===== config.mk =====
export PLATFORM = sky130hd
export DESIGN_NAME = node_voltage_engine
export DESIGN_NICKNAME = d
export VERILOG_FILES = /design/src/rtl/node_voltage_engine.sv
export SDC_FILE = /design/constraint.sdc
export NUM_CORES = 1
export LEC_CHECK = 0
export ABC_AREA = 1
export ABC_CLOCK_PERIOD_IN_PS = 9700
export CAP_MARGIN = 20
export CELL_PAD_IN_SITES_DETAIL_PLACEMENT = 1
export CELL_PAD_IN_SITES_GLOBAL_PLACEMENT = 1
export CORE_MARGIN = 5
export CORE_UTILIZATION = 27
export CTS_BUF_LIST = sky130_fd_sc_hd__clkbuf_16
export DETAILED_ROUTE_END_ITERATION = 10
export GPL_ROUTABILITY_DRIVEN = 0
export HOLD_SLACK_MARGIN = 0.05
export PLACE_DENSITY_LB_ADDON = 0.1
export SYNTH_ARGS = -nofsm -noshare
export SYNTH_HDL_FRONTEND = slang
export SYNTH_SLANG_ARGS = --single-unit

===== constraint.sdc =====
create_clock -name clk -period 9.7 [get_ports clk]
set_input_delay 1.94 -clock clk [delete_from_list [all_inputs] [get_ports clk]]
set_output_delay 1.94 -clock clk [all_outputs]
set_load 0.03 [all_outputs]

===== src/rtl/node_voltage_engine.sv =====
// Node voltage engine: walks num_nodes head entries and writes int(scale * (offset + matrix)) per valid head.
// Optional build macro NODE_VOLTAGE_COUNT_EN adds the valid_count output.
module node_voltage_engine #(
  parameter int          NODE_W       = 5,
  parameter int          HEAD_W       = 64,
  parameter int          REF_LSB      = 37,
  parameter int          MAT_AW       = 12,
  parameter int          RAM_LAT      = 2,
  parameter int          ADD_LAT      = 7,
  parameter int          MUL_LAT      = 5,
  parameter int          CVT_LAT      = 6,
  parameter logic [31:0] SCALE_CUSTOM = 32'h3F800000
) (
  input  logic              clk,
  input  logic              reset,
  input  logic              start,
  input  logic [1:0]        scale_sel,
  input  logic [NODE_W:0]   num_nodes,
  input  logic [NODE_W-1:0] num_ref_nodes,
  output logic              busy,
  output logic              done,
  output logic [NODE_W-1:0] nodeHeads_addr,
  input  logic [HEAD_W-1:0] nodeHeads_out,
  output logic [MAT_AW-1:0] matrix_addr,
  input  logic [31:0]       matrix_out,
  output logic [NODE_W-1:0] nodeVoltage_addr,
  output logic [31:0]       nodeVoltage_data,
  output logic              nodeVoltage_wren,
  output logic [31:0]       adder_data_a,
  output logic [31:0]       adder_data_b,
  input  logic [31:0]       adder_out,
  output logic [31:0]       multiplier_data_a,
  output logic [31:0]       multiplier_data_b,
  input  logic [31:0]       multiplier_out,
  output logic [31:0]       fp_to_int_data,
  input  logic [31:0]       fp_to_int_out,
`ifdef NODE_VOLTAGE_COUNT_EN
  output logic [NODE_W:0]   valid_count,
`endif
  output logic [2:0]        dbg_state
);

  localparam int CNT_W  = 16;
  localparam int OP_LAT = ADD_LAT + MUL_LAT + CVT_LAT;

  typedef enum logic [2:0] {
    S_IDLE, S_FETCH, S_CHECK, S_MREAD, S_COMPUTE, S_WRITE, S_NEXT, S_DONE
  } state_t;

  state_t              state_q, state_d;
  logic [CNT_W-1:0]    cnt_q, cnt_d;
  logic [NODE_W:0]     index_q, index_d;
  logic [NODE_W:0]     nn_q;
  logic [NODE_W-1:0]   nrn_q;
  logic [31:0]         scale_q;
  logic [NODE_W-1:0]   ref_q;
  logic [31:0]         off_q;
  logic [31:0]         mat_q;
  logic [31:0]         scale_pick;
  logic                accept, head_latch, mat_latch;
  logic                unused_head;

  // Only the valid bit, reference field and offset of a head word are consumed.
  assign unused_head = ^nodeHeads_out;

  always_comb begin
    scale_pick = SCALE_CUSTOM;
    case (scale_sel)
      2'd0:    scale_pick = 32'h3F800000;
      2'd1:    scale_pick = 32'h447A0000;
      2'd2:    scale_pick = 32'h3A83126F;
      default: scale_pick = SCALE_CUSTOM;
    endcase
  end

  always_comb begin
    state_d    = state_q;
    cnt_d      = cnt_q;
    index_d    = index_q;
    accept     = 1'b0;
    head_latch = 1'b0;
    mat_latch  = 1'b0;
    case (state_q)
      S_IDLE: begin
        if (start) begin
          accept  = 1'b1;
          index_d = '0;
          cnt_d   = '0;
          state_d = S_FETCH;
        end
      end
      S_FETCH: begin
        // Only reachable with index == count when the pass was started with zero nodes.
        if (index_q == nn_q) begin
          state_d = S_DONE;
        end else if (cnt_q == CNT_W'(RAM_LAT - 1)) begin
          cnt_d   = '0;
          state_d = S_CHECK;
        end else begin
          cnt_d = cnt_q + 16'd1;
        end
      end
      S_CHECK: begin
        if (nodeHeads_out[HEAD_W-1]) begin
          head_latch = 1'b1;
          state_d    = S_MREAD;
        end else begin
          state_d = S_NEXT;
        end
      end
      S_MREAD: begin
        if (cnt_q == CNT_W'(RAM_LAT - 1)) begin
          mat_latch = 1'b1;
          cnt_d     = '0;
          state_d   = S_COMPUTE;
        end else begin
          cnt_d = cnt_q + 16'd1;
        end
      end
      S_COMPUTE: begin
        if (cnt_q == CNT_W'(OP_LAT - 1)) begin
          cnt_d   = '0;
          state_d = S_WRITE;
        end else begin
          cnt_d = cnt_q + 16'd1;
        end
      end
      S_WRITE: state_d = S_NEXT;
      S_NEXT: begin
        index_d = index_q + {{NODE_W{1'b0}}, 1'b1};
        state_d = (index_d == nn_q) ? S_DONE : S_FETCH;
      end
      S_DONE:  state_d = S_IDLE;
      default: state_d = S_IDLE;
    endcase
  end

  always_ff @(posedge clk) begin
    if (reset) begin
      state_q <= S_IDLE;
      cnt_q   <= '0;
      index_q <= '0;
      nn_q    <= '0;
      nrn_q   <= '0;
      scale_q <= '0;
      ref_q   <= '0;
      off_q   <= '0;
      mat_q   <= '0;
    end else begin
      state_q <= state_d;
      cnt_q   <= cnt_d;
      index_q <= index_d;
      if (accept) begin
        nn_q    <= num_nodes;
        nrn_q   <= num_ref_nodes;
        scale_q <= scale_pick;
      end
      if (head_latch) begin
        off_q <= nodeHeads_out[31:0];
        ref_q <= nodeHeads_out[REF_LSB +: NODE_W];
      end
      if (mat_latch) begin
        mat_q <= matrix_out;
      end
    end
  end

`ifdef NODE_VOLTAGE_COUNT_EN
  logic [NODE_W:0] count_q;

  always_ff @(posedge clk) begin
    if (reset) begin
      count_q <= '0;
    end else if (accept) begin
      count_q <= '0;
    end else if (state_q == S_WRITE) begin
      count_q <= count_q + {{NODE_W{1'b0}}, 1'b1};
    end
  end

  assign valid_count = count_q;
`endif

  // Matrix column end address: the last row entry of column ref.
  assign matrix_addr = (state_q == S_MREAD)
                     ? MAT_AW'((32'(ref_q) + 32'd1) * (32'(nrn_q) + 32'd1) - 32'd1)
                     : '0;

  assign busy              = (state_q != S_IDLE) && (state_q != S_DONE);
  assign done              = (state_q == S_DONE);
  assign nodeHeads_addr    = index_q[NODE_W-1:0];
  assign nodeVoltage_addr  = index_q[NODE_W-1:0];
  assign nodeVoltage_wren  = (state_q == S_WRITE);
  assign nodeVoltage_data  = (state_q == S_WRITE) ? fp_to_int_out : 32'd0;
  assign adder_data_a      = off_q;
  assign adder_data_b      = mat_q;
  assign multiplier_data_a = busy ? adder_out : 32'd0;
  assign multiplier_data_b = busy ? scale_q : 32'd0;
  assign fp_to_int_data    = busy ? multiplier_out : 32'd0;
  assign dbg_state         = state_q;

endmodule


# Word level (Yosys, flattened, before mapping)
# Index checks and enable logic that the tools add are counted.
[word_totals]
elab_cells = 69
output_inout_bits = 220
input_bits = 208
ff_bits = 137
[classes]
mul = 1
n_addsub = 5
reduce_logical = 8
n_mux = 27
n_eq_ne = 19
[ops]
columns = ["operator", "count"]
rows = [
  ["two-way mux 32 bit", 4],
  ["two-way mux 16 bit", 4],
  ["case mux 16 bit (4 select lines)", 1],
  ["case mux 31 bit (2 select lines)", 1],
  ["case mux 3 bit (8 select lines)", 1],
  ["two-way mux 3 bit", 7],
  ["adder 16 x 1 -> 16 bit (second input constant)", 1],
  ["equality test 16 x 1 -> 1 bit (second input constant)", 1],
  ["equality test 16 x 5 -> 1 bit (second input constant)", 1],
  ["adder 5 x 1 -> 6 bit (second input constant)", 2],
  ["equality test 3 bit (second input constant)", 4],
  ["equality test 6 bit", 2],
  ["multiplier 6 x 6 -> 12 bit", 1],
  ["two-way mux 12 bit", 1],
  ["case mux 6 bit (2 select lines)", 1],
  ["subtractor 12 x 1 -> 12 bit (second input constant)", 1],
  ["inequality test 2 bit (second input constant)", 4],
  ["adder 6 x 1 -> 6 bit (second input constant)", 1],
  ["equality test 3 x 2 -> 1 bit (second input constant)", 2],
  ["two-way mux 1 bit", 6],
  ["two-way mux 6 bit", 1],
  ["inequality test 3 bit (second input constant)", 2],
  ["AND reduction 4 bit", 1],
  ["nonzero test 4 bit", 1],
  ["9 further kinds", 9],
]

# Depth between registers and ports, before layout
[logic_depth]
ltp_word = 4
mapped_depth = 20
depth_no_buf = 20

# Worst setup path after synthesis
# Ideal clock, no wire load.
[synth_timing]
path_kind = "reg-to-output"
start = "register ref_q[0]"
end = "output port matrix_addr[8]"
t_arrival_ps = 4584
path_stages_with_launch = 20
path_buffers = 0
required_ps = 7760
slack_ps = 3176
cell_sequence = "dfxtp_1 ha_1 nand3_1 xor2_1 nor2_1 fa_1 inv_1 fa_1 inv_1 fa_1 inv_1 fa_1 inv_1 ha_1 nand2_1 o21ai_0 nor2_1 o21bai_1 o21ai_0 a21oi_1"
[synth_between]
elab_chain_len = 4
[synth_lines]
columns = ["element", "line", "rtl"]
rows = [
  ["start: declaration", "56", "logic [NODE_W-1:0] ref_q;"],
  ["start signal: assignment", "160", "ref_q <= nodeHeads_out[REF_LSB +: NODE_W];"],
  ["adder 5 x 1 -> 6 bit", "186", "? MAT_AW'((32'(ref_q) + 32'd1) * (32'(nrn_q) + 32'd1) - 32'd1)"],
  ["multiplier 6 x 6 -> 12 bit", "186", ""],
  ["subtractor 12 x 1 -> 12 bit", "186", ""],
  ["two-way mux 12 bit", "186", ""],
  ["end: declaration", "24", "output logic [MAT_AW-1:0] matrix_addr,"],
]
# No other way between the ends.

# Worst setup path after layout
# Same ends and word-level chain as after synthesis.

==> flow_metrics.py <==
metrics = {
    "status": {
        "status": "finished, final reports clean",
    },
    "setup_path": {
        "crit_chain": "ha_1 -> nand3_1 -> xor2_1 -> nor2_1 -> fa_1 -> inv_1 -> fa_1 -> inv_1 -> fa_1 -> inv_1 -> fa_1 -> inv_1 -> ha_1 -> nand2_1 -> o21ai_0 -> nor2_1 -> o21bai_1 -> o21ai_0 -> a21oi_1 -> clkdlybuf4s50_1",
        "startpoint_type": "register",
        "r2r_slack_ns": 7.25,
        "r2r_cells": 5,
        "cp.arrival_ns": 5.68,
        "slowest_stage": "clkdlybuf4s50_1",
        "r2r-start": "dbg_state[1]",
        "regToRegEndpoint": "adder_data_b[13]",
        "critical_path_class": "register to primary output",
        "slowest_delay_ns": 0.68,
        "end_kind": "primary output",
        "crit_required_ns": 7.76,
        "critPathMaxFanout": 8,
    },
    "synth": {
        "synth_top_area_cell": "dfxtp_1",
        "synthTopCellsByArea": "dfxtp_1 30%, nor2_1 13%, inv_1 12%",
        "synth.distinct_cells": 42,
        "yosysMostFrequentCell": "nor2_1",
        "ys_seq_elements": 111,
        "netlist_instances": 1161,
        "avgSynthCellArea_um2": 6.42,
        "async_flop_share": 0,
        "synth_top_area_frac": 0.298,
        "synthFlopType": "dfxtp_1",
        "netlist_area_mm2": 0.00746,
        "synth_warnings": 0,
        "yosysSeqAreaShare": 0.298,
        "synth_edf_count": 0,
        "synth_common_cells": "259 x nor2_1, 231 x inv_1, 147 x nand2_1",
    },
    "clock_network": {
        "numCtsBuffers": 9,
        "cts_tree": "yes",
        "hold_buffers": 0,
        "clockBufferDepth": 2,
        "clock-root-buffer": "clkbuf_16",
        "cts_setup_buffers": 0,
        "clk_pin_slew_ns": 0.08,
        "cts_resized": 0,
        "clk_latency_ns": 0.36,
        "htree_levels": 3,
        "clock_sinks": 111,
    },
    "sta": {
        "tightest_slew_ns": 0.786,
        "hold_viol": 0,
        "skew_ns": 0.0107,
        "rsz0062_at_grt": "false",
        "tns_ns": 0,
        "holdWs_ns": 0.448,
        "fmax_mhz": 131,
        "period_share": 0.786,
        "slew_viol_final": 0,
        "post-route-min-period_ns": 7.62,
        "slew_headroom": 0.475,
        "finalSetupViolCount": 0,
    },
    "routing": {
        "drc": 0,
        "antenna_left": 0,
        "routed-via-count": 8168,
        "drt_iter0_markers": 213,
        "wl_per_cell_um": 15.5,
        "viasPerCell": 4.34,
        "wirelength_mm": 29.1,
        "first_pass_iters": 4,
    },
    "min_path": {
        "min_from": "adder_data_b[26]",
        "hp-class": "register to register",
        "hold_end": "adder_data_b[26]",
        "hold_depth": 2,
    },
    "die": {
        "initial_core_util": 0.275,
        "dieArea_mm2": 0.0310,
        "rows": 60,
        "die_h_um": 176,
        "fp.coreArea_mm2": 0.0271,
        "die_w_um": 176,
        "io_pins": 428,
    },
    "global_route": {
        "grt_usage": 0.178,
        "grt_pass1_vias": 8087,
        "grt_max_degree": 82,
        "grt_first_pass_wirelength_mm": 44.2,
        "antenna_found_initial": 4,
        "grt-ovfl-total": 0,
    },
    "layout": {
        "ff_latch_area_mm2": 0.00222,
        "layout.nets": 1767,
        "nFillCells": 3454,
        "drive_gt1_frac": 0.0332,
        "fin_util": 0.436,
        "multi_input_area_mm2": 0.00393,
        "syn2layout_area_growth_pct": 58.5,
        "finish.instance_area_mm2": 0.0118,
    },
    "power_and_ir_drop": {
        "p_leak_nw": 5.08,
        "power_mw": 3.02,
        "peakVddDrop_mv": 0.135,
        "powerDensity_mw_per_mm2": 255,
    },
    "placement": {
        "dpl_cell_area_mm2": 0.0115,
        "dpl.hpwl_mm": 24.1,
        "numPortBuffers": 391,
    },
    "job": {
        "maxCapViolCount": 0,
    },
}
-- cells in the final DEF, fill, tap and decap left out, types with 2 or more instances in the layout --
| cell type | Yosys | routed |
|---|---|---|
| inv_8 | 0 | 3 |
| nor2_2 | 4 | 4 |
| conb_1 | 1 | 10 |
| clkbuf_16 | 0 | 9 |
| nor3_1 | 10 | 10 |
| inv_1 | 231 | 230 |
| a21oi_1 | 75 | 75 |
| o21ai_1 | 6 | 5 |
| nand4_1 | 6 | 6 |
| nand2_2 | 3 | 3 |
| clkdlybuf4s50_1 | 0 | 391 |
| dfxtp_1 | 111 | 111 |
| ha_1 | 39 | 39 |
| diode_2 | 0 | 2 |
| xnor2_1 | 3 | 3 |
| nand3b_1 | 2 | 2 |
| o21ai_0 | 99 | 99 |
| xor2_1 | 12 | 12 |
| a221oi_1 | 2 | 2 |
| clkinv_4 | 0 | 2 |
| fa_1 | 18 | 18 |
| buf_4 | 37 | 4 |
| nor2_1 | 259 | 259 |
| clkinv_8 | 0 | 2 |
| nand2_1 | 147 | 147 |
| o21bai_1 | 2 | 2 |
| inv_2 | 10 | 11 |
| nand3_1 | 27 | 27 |
| nor2_4 | 3 | 3 |
-- flip-flops by register name (all words and copies together) (netlist names) --
signal        flops
index_q           6
adder_data_a     32
cnt_q            16
nrn_q             5
scale_q           6
ref_q             5
nn_q              6
adder_data_b     32
dbg_state         3
-- cell families (layout without fill, tap and decap cells) --
kind of cell | after synthesis | after routing | share of synthesized area
adders and majority gates | 57 | 57 | 0.114
DFF | 111 | 111 | 0.298
buffers and inverters | 318 | 655 | 0.182
other | 1 | 12 | 0.000503
AOI/OAI and AO/OA | 192 | 192 | 0.134
and+or+nand+nor | 467 | 467 | 0.255
xor gates and xnor gates | 15 | 15 | 0.0176
-- cell type report --
type,instances,share of cell area
Multi-Input combinational cell,741,0.332
Inverter,242,0.0768
Sequential cell,111,0.188
Timing Repair Buffer,397,0.337
Clock buffer,9,0.0191
Tap cell,372,0.0394
Antenna cell,2,0.000423
Clock inverter,7,0.00709
-- worst max-delay path, delay by kind of cell (launching register included) --
kind / cells / cell delay [ns]
AO/OA/AOI/OAI: 4 / 0.66
AND/OR/NAND/NOR: 4 / 0.40
flip-flops: 1 / 0.50
buffers and inverters: 5 / 0.87
adder cells (fa/ha/maj): 6 / 2.59
XOR/XNOR: 1 / 0.30
-- power by group --
part	leakage [nW]	switching [mW]	total [mW]	internal [mW]
registers	0.900	0.0503	0.569	0.519
clock network	0.151	0.200	0.386	0.186
logic	4.03	1.30	2.06	0.759
total	5.08	1.55	3.02	1.46
-- stage by stage --
stage,std cells,worst slack [ns]
after floorplan,1170,3.18
after global placement,1861,2.48
after detailed placement,1862,2.44
after CTS,1878,2.02
after global routing,1880,1.70
final,1881,2.08
-- worst max-delay path by stage --
stage                     startpoint             end  slack, ns  cells past startpoint
after floorplan             ref_q[0]  matrix_addr[8]       3.18                     19
after global placement      ref_q[0]  matrix_addr[8]       2.48                     20
after detailed placement    ref_q[0]  matrix_addr[8]       2.44                     20
after CTS                   ref_q[0]  matrix_addr[8]       2.02                     20
after global routing        ref_q[0]  matrix_addr[8]       1.70                     20
final                       ref_q[0]  matrix_addr[8]       2.08                     20
-- per-layer routing --
metal | global-route usage | up-vias | wire length [um]
li1 | - | 4152 | -
met1 | 0.192 | 3753 | 11200
met2 | 0.333 | 245 | 14900
met3 | 0.0612 | 18 | 2570
met4 | 0.0406 | 0 | 452
met5 | 0 | - | 0
No activity file was read; power rests on OpenSTA's default activity.
